## config.mk

```make
export PLATFORM = sky130hd
export DESIGN_NAME = bit_serializer_flat
export DESIGN_NICKNAME = d
export VERILOG_FILES = /design/src/rtl/bit_serializer_if.sv /design/src/rtl/bit_serializer.sv /design/src/flat_wrapper.sv
export SDC_FILE = /design/constraint.sdc
export NUM_CORES = 1
export LEC_CHECK = 0
export BUFFER_PORTS_ARGS = -buffer_cell sky130_fd_sc_hd__buf_4
export CAP_MARGIN = 20
export CORE_MARGIN = 2
export CORE_UTILIZATION = 31
export DETAILED_ROUTE_END_ITERATION = 16
export GPL_ROUTABILITY_DRIVEN = 0
export PLACE_DENSITY_LB_ADDON = 0.15
export SETUP_SLACK_MARGIN = 0.1
export SYNTH_ARGS = -nofsm -noshare
export SYNTH_HDL_FRONTEND = slang
export SYNTH_SLANG_ARGS = --single-unit
```

## constraint.sdc

```tcl
create_clock -name clk -period 5.2 [get_ports clk]
set_clock_uncertainty 0.2 [all_clocks]
set_input_delay 0.78 -clock clk [delete_from_list [all_inputs] [get_ports clk]]
set_output_delay 0.78 -clock clk [all_outputs]
set_load 0.02 [all_outputs]
```

## src/rtl/bit_serializer_if.sv

```systemverilog
// bit_serializer_if: word handshake in, qualified serial bit stream out
interface bit_serializer_if #(parameter int WIDTH = 8);
  logic in_valid;
  logic [WIDTH-1:0] in_data;
  logic in_ready;
  logic valid;
  logic data_out;
  logic busy;
  modport master(output in_valid, in_data, input in_ready, valid, data_out, busy);
  modport slave(input in_valid, in_data, output in_ready, valid, data_out, busy);
endinterface

```

## src/rtl/bit_serializer.sv

```systemverilog
// bit_serializer: parallel-to-serial with GAP idle cycles per bit; define PARITY_EN to append an even-parity bit
module bit_serializer #(
  parameter int WIDTH = 8,
  parameter int GAP = 1,
  parameter bit MSB_FIRST = 1'b1
) (
  input logic clk,
  input logic rst,
  bit_serializer_if.slave io
);
`ifdef PARITY_EN
  localparam int N = WIDTH + 1;
`else
  localparam int N = WIDTH;
`endif
  localparam int CW = $clog2(WIDTH + 2);
  localparam int GW = GAP > 0 ? $clog2(GAP + 1) : 1;
  typedef enum logic [1:0] {S_IDLE, S_BIT, S_GAP} state_t;
  state_t state;
  logic [N-1:0] load, sr, nxt;
  logic [CW-1:0] cnt;
  logic [GW-1:0] gcnt;
  logic valid, data_out, busy;
`ifdef PARITY_EN
  assign load = MSB_FIRST ? {io.in_data, ^io.in_data} : {^io.in_data, io.in_data};
`else
  assign load = io.in_data;
`endif
  assign nxt = MSB_FIRST ? {sr[N-2:0], 1'b0} : {1'b0, sr[N-1:1]};
  assign io.in_ready = state == S_IDLE && !rst;
  assign io.valid = valid;
  assign io.data_out = data_out;
  assign io.busy = busy;
  function automatic logic head(input logic [N-1:0] x);
    return MSB_FIRST ? x[N-1] : x[0];
  endfunction
  always_ff @(posedge clk) begin
    if (rst) begin
      state <= S_IDLE;
      valid <= 1'b0;
      data_out <= 1'b0;
      busy <= 1'b0;
      sr <= '0;
      cnt <= '0;
      gcnt <= '0;
    end else begin
      case (state)
        S_IDLE: if (io.in_valid) begin
          state <= S_BIT;
          sr <= load;
          cnt <= CW'(N);
          valid <= 1'b1;
          data_out <= head(load);
          busy <= 1'b1;
        end
        S_BIT: begin
          sr <= nxt;
          cnt <= cnt - 1'b1;
          if (GAP > 0) begin
            state <= S_GAP;
            gcnt <= GW'(GAP);
            valid <= 1'b0;
            data_out <= 1'b0;
          end else if (cnt > CW'(1)) begin
            data_out <= head(nxt);
          end else begin
            state <= S_IDLE;
            valid <= 1'b0;
            data_out <= 1'b0;
            busy <= 1'b0;
          end
        end
        S_GAP: begin
          if (gcnt > GW'(1)) begin
            gcnt <= gcnt - 1'b1;
          end else if (cnt != '0) begin
            state <= S_BIT;
            valid <= 1'b1;
            data_out <= head(sr);
          end else begin
            state <= S_IDLE;
            busy <= 1'b0;
          end
        end
        default: state <= S_IDLE;
      endcase
    end
  end
endmodule

```

## src/flat_wrapper.sv

```systemverilog
// flat-port wrapper written by rule: the top's interface ports become plain ports
module bit_serializer_flat 
#(
  parameter int WIDTH = 8,
  parameter int GAP = 1,
  parameter bit MSB_FIRST = 1'b1
)
  (clk, rst, io_in_valid, io_in_data, io_in_ready, io_valid, io_data_out, io_busy);
  bit_serializer_if #(.WIDTH(WIDTH)) io_i ();
  input logic clk;
  input logic rst;
  input wire logic [$bits(io_i.in_valid)-1:0] io_in_valid;
  input wire logic [$bits(io_i.in_data)-1:0] io_in_data;
  output wire logic [$bits(io_i.in_ready)-1:0] io_in_ready;
  output wire logic [$bits(io_i.valid)-1:0] io_valid;
  output wire logic [$bits(io_i.data_out)-1:0] io_data_out;
  output wire logic [$bits(io_i.busy)-1:0] io_busy;
  assign io_i.in_valid = io_in_valid;
  assign io_i.in_data = io_in_data;
  assign io_in_ready = io_i.in_ready;
  assign io_valid = io_i.valid;
  assign io_data_out = io_i.data_out;
  assign io_busy = io_i.busy;
  bit_serializer #(.WIDTH(WIDTH), .GAP(GAP), .MSB_FIRST(MSB_FIRST)) u_core (.clk(clk), .rst(rst), .io(io_i));
endmodule
```

Word level (Yosys, flattened, before mapping). Index checks and enable logic that the tools add are counted.

Bits in registers: 18. Input bits: 11. Output and inout port bits: 4.

Add/subtract/negate cells: 2. Order comparisons: 1. Equality and inequality tests: 7. Multiplexer cells: 21. Reduce and logical (&&, ||, !) cells: 13.

Operator list (number): case mux 8 bit (2 select lines) (1); 2-to-1 mux 1 bit (10); 2-to-1 mux 8 bit (1); case mux 4 bit (2 select lines) (1); AND reduction 4 bit (2); inequality test 2 bit (second input constant) (3); case mux 1 bit (3 select lines) (2); case mux 2 bit (3 select lines) (1); AND reduction 2 bit (3); nonzero test 2 bit (3); 2-to-1 mux 2 bit (2); 2-to-1 mux 4 bit (1); inequality test 2 x 1 -> 1 bit (second input constant) (2); case mux 1 bit (2 select lines) (2); nonzero test 4 bit (1); subtractor 4 x 1 -> 4 bit (second input constant) (1); nonzero test 3 bit (1); == test 2 x 1 -> 1 bit (second input constant) (1); == test 2 bit (second input constant) (1); zero test 2 bit (1); > comparator 1 bit (second input constant) (1); logical AND 1 bit (1); zero test 1 bit (1); subtractor 1 bit (second input constant) (1).

Longest topological paths before layout.
Depth in word-level cells: 4. Gate-level depth with buffers: 8. Mapped depth without buffers: 6.

Least setup slack after synthesis. No wires, ideal clock.

Kind: input to output. Start point: input rst. End point: output io_in_ready. Arrival: 1272 ps. Required time: 4220 ps. Path slack: 2948 ps. Stages on the path: 2. Path through: clkbuf_1 -> nor2b_1.

Longest elaborated chain between the ends: 2.

Ends and longest elaborated chain: from (decl) (RTL line flat_wrapper.sv:11) `input logic rst;`; zero test 1 bit (RTL line bit_serializer.sv:30) `assign io.in_ready = state == S_IDLE && !rst;`; logical AND 1 bit (RTL line bit_serializer.sv:30); to (decl) (RTL line flat_wrapper.sv:14) `output wire logic [$bits(io_i.in_ready)-1:0] io_in_ready;`.

No other way between the ends.

Worst setup path in the final report.
Start point: register u_core.state[0]. End point: output io_in_ready.

Longest elaborated chain between the ends: 2.

Ends and longest elaborated chain: from (decl) (RTL line bit_serializer.sv:19) `state_t state;`; from (signal assigned) (RTL line bit_serializer.sv:39) `state <= S_IDLE;`; from (signal assigned) (RTL line bit_serializer.sv:49) `state <= S_BIT;`; from (signal assigned) (RTL line bit_serializer.sv:60) `state <= S_GAP;`; zero test 2 bit (RTL line bit_serializer.sv:30); logical AND 1 bit (RTL line bit_serializer.sv:30).

No other way between the ends.

==> results.sh <==
export IMPL_diodes=0
export IMPL_cts_htree_levels=1
export IMPL_cts_root_buf="clkbuf_4"
export IMPL_slowest_stage="dfxtp_1"
export IMPL_synth_compound_area_share_pct=20.9
export IMPL_die_y_um=57.1
export IMPL_yosys_area_top_type="dfxtp_1"
export IMPL_power_switching_mw=0.106
export IMPL_placed_area_um2=982
export IMPL_grt_max_degree=19
export IMPL_clock_sinks=17
export IMPL_pwr_share_comb_pct=28.7
export IMPL_max_stage_delay_ns=0.39
export IMPL_ctsResizeCount=0
export IMPL_crit_fanout=9
export IMPL_pwr_share_seq_pct=48.9
export IMPL_required_ns=4.22
export IMPL_finalCriticalPeriod_ns=2.37
export IMPL_num_rows=19
export IMPL_critPathArrivalTime_ns=1.39
export IMPL_insertion_delay_ns=0.29
export IMPL_seq_area_frac_synth_pct=38.9
export IMPL_hold_class="reg -> reg"
export IMPL_synth_edf_count=0
export IMPL_layout_drive_gt1_share_pct=19.3
export IMPL_crit_chain="inv_1 -> ha_1 -> nor2b_1 -> buf_4"
export IMPL_portBuffers=14
export IMPL_regArea_um2=340
export IMPL_area_growth_pct=15.5
export IMPL_dieWidth_um=57.1
export IMPL_reg2reg_slack_ns=3.08
export IMPL_yosys_cell_types_count=27
export IMPL_setup_viol=0
export IMPL_fin_tns_setup_ns=0
export IMPL_coreArea_um2=2710
export IMPL_ios=15
export IMPL_setup_ws_ns=2.83
export IMPL_routed_wl_um=1660
export IMPL_critical_path_class="reg -> out"
export IMPL_netSwitchingFraction_pct=32.8
export IMPL_max_freq_ghz=0.422
export IMPL_drc=0
export IMPL_initial_core_util_pct=32.3
export IMPL_ir_drop_mv=0.141
export IMPL_clkPwrFrac_pct=22.4
export IMPL_cts_inserted_buffers=3
export IMPL_vias_per_cell=5.09
export IMPL_timing_hold_ws_ns=0.282
export IMPL_synth_avg_cell_area_um2=9.02
export IMPL_worstSetupEndpointType="output port"
export IMPL_grt_use_total_pct=11.1
export IMPL_post_place_ws_ns=2.98
export IMPL_syn_inst=97
export IMPL_internal_power_mw=0.217
export IMPL_synth_xor_area_share_pct=0
export IMPL_ys_ff_latch=17
export IMPL_final_cells=140
export IMPL_routedWlPerCell_um=11.8
export IMPL_cellLeakagePower_nw=0.398
export IMPL_multi_input_area_um2=479
export IMPL_max_slew_margin_rel_pct=55.1
export IMPL_critPathLaunchType="flop"
export IMPL_hold_viol_final=0
export IMPL_nets=126
export IMPL_synth_top_area_share_pct=38.9
export IMPL_final_fill_count=292
export IMPL_cp_top_family="flip-flops"
export IMPL_syn_area_um2=875
export IMPL_cts_path_max_buffers=2
export IMPL_vias=712
export IMPL_period_share_pct=45.6
export IMPL_status="completed"
export IMPL_synth_mux_area_fraction_pct=8.01
export IMPL_power_density_nw_per_um2=320
export IMPL_drt_iter0_markers=15
export IMPL_drt_pass1_iter_count=4
export IMPL_max_cap_viol_count=0
export IMPL_yosys_top_cells_count="dfxtp_1 (17), nor2_1 (14), a211oi_1 (9)"
export IMPL_syn_nets=113
export IMPL_path_buf_inv=2
export IMPL_rsz0062_at_grt="no"
export IMPL_cts_setup_buffers=0
export IMPL_antenna_found_initial=0
export IMPL_postCtsHoldBufs=0
export IMPL_dieArea_um2=3260
export IMPL_ant_nets=0
export IMPL_yosys_area_share_simple_pct=18.7
export IMPL_async_flop_share_pct=0
export IMPL_design_area_um2=1010
export IMPL_yosys_most_used_dff="dfxtp_1"
export IMPL_yosys_warnings=0
export IMPL_first_global_vias=684
export IMPL_worst_setup_hold_path_clk_slew_ns=0.10
export IMPL_synthAdderAreaFrac_pct=7.15
export IMPL_cts_tree="built"
export IMPL_worstMarginPinSlew_ns=0.674
export IMPL_yosysMostFrequentCell="dfxtp_1"
export IMPL_dpl_hpwl_um=1180
export IMPL_grt_pass1_wl_um=2840
export IMPL_dp_cells=136
export IMPL_slew_violations=0
export IMPL_grt_remaining_overflow=0
export IMPL_synth_area_top_cells="dfxtp_1 (39%), mux2i_1 (8.0%), a211oi_1 (7.7%)"
export IMPL_synth_top_family_by_area="compound AO/OA/AOI/OAI gates"
## flip-flops by register name, indices dropped and copies added (netlist names)
register / cells
u_core.io.busy: 1
u_core.cnt: 4
u_core.io.data_out: 1
u_core.sr: 8
u_core.state: 2
u_core.io.valid: 1
## metrics by stage
| step | util (%) | power (mW) |
|---|---|---|
| after floorplan | - | 0.232 |
| after global placement | 36.2 | 0.253 |
| after detailed placement | 36.2 | 0.254 |
| after CTS | 37.3 | 0.328 |
| after global routing | 37.3 | 0.346 |
| final | 37.3 | 0.323 |
## cell usage in the layout, fill, tap and decap left out
master and count:
a2111oi_0 1, a211oi_1 9, a21oi_1 8, a2bb2oi_1 1
a311oi_1 1, a311oi_4 1, buf_4 14, clkbuf_4 3
clkinv_2 1, dfxtp_1 17, ha_1 5, inv_1 5
mux2i_1 7, nand2_1 5, nand2b_1 2, nand3_1 4
nand4b_1 1, nor2_1 14, nor2_4 1, nor2b_1 2
nor2b_4 1, nor3b_1 1, nor4_1 1, o21ai_0 3
o31ai_1 1
## power by group through the flow
stage	clock (mW)	sequential [mW]	combinational (mW)
after floorplan	0	0.163	0.0698
after global placement	0	0.161	0.0927
after detailed placement	0	0.161	0.0931
after CTS	0.0762	0.158	0.0935
after global routing	0.0816	0.161	0.103
final	0.0722	0.158	0.0926
## final cells by class
type / count / share of cell area, %
clock buffer: 3 / 2.23
clock inverter: 1 / 0.496
multi-input combinational: 69 / 47.5
tap: 31 / 3.84
timing repair buffer: 14 / 10.4
sequential: 17 / 33.7
inverter: 5 / 1.86
## final timing paths
| path | startpoint | endpoint | depth (start not counted) |
|---|---|---|---|
| max | u_core.state[0] | io_in_ready | 4 |
| min | u_core.sr[0] | u_core.sr[0] | 2 |
| max reg2reg | u_core.state[1] | u_core.sr[1] | 6 |
| min reg2reg | u_core.sr[0] | u_core.sr[0] | 2 |
## kinds of logic (layout without fill, tap and decap cells)
| family | count (synthesis) | in the layout |
|---|---|---|
| flops | 17 | 17 |
| fa+ha+maj | 5 | 5 |
| buf+inv | 11 | 23 |
| simple gates | 32 | 32 |
| mux | 7 | 7 |
| compound gates | 25 | 25 |
## worst reg2reg max path, delay by kind of cell (launching register included)
family	cells	cell delay (ns)
compound gates	1	0.24
fa+ha+maj	1	0.59
flops	1	0.36
buf+inv	1	0.08
simple gates	3	0.56
## routing by layer
layer	wire, um	track usage [%]	vias up
met1	774	12.4	330
met3	65	2.72	2
met2	801	19.9	10
met5	0	0	-
li1	-	-	370
met4	17	4.98	0
Power figures use the tool's default switching activity.
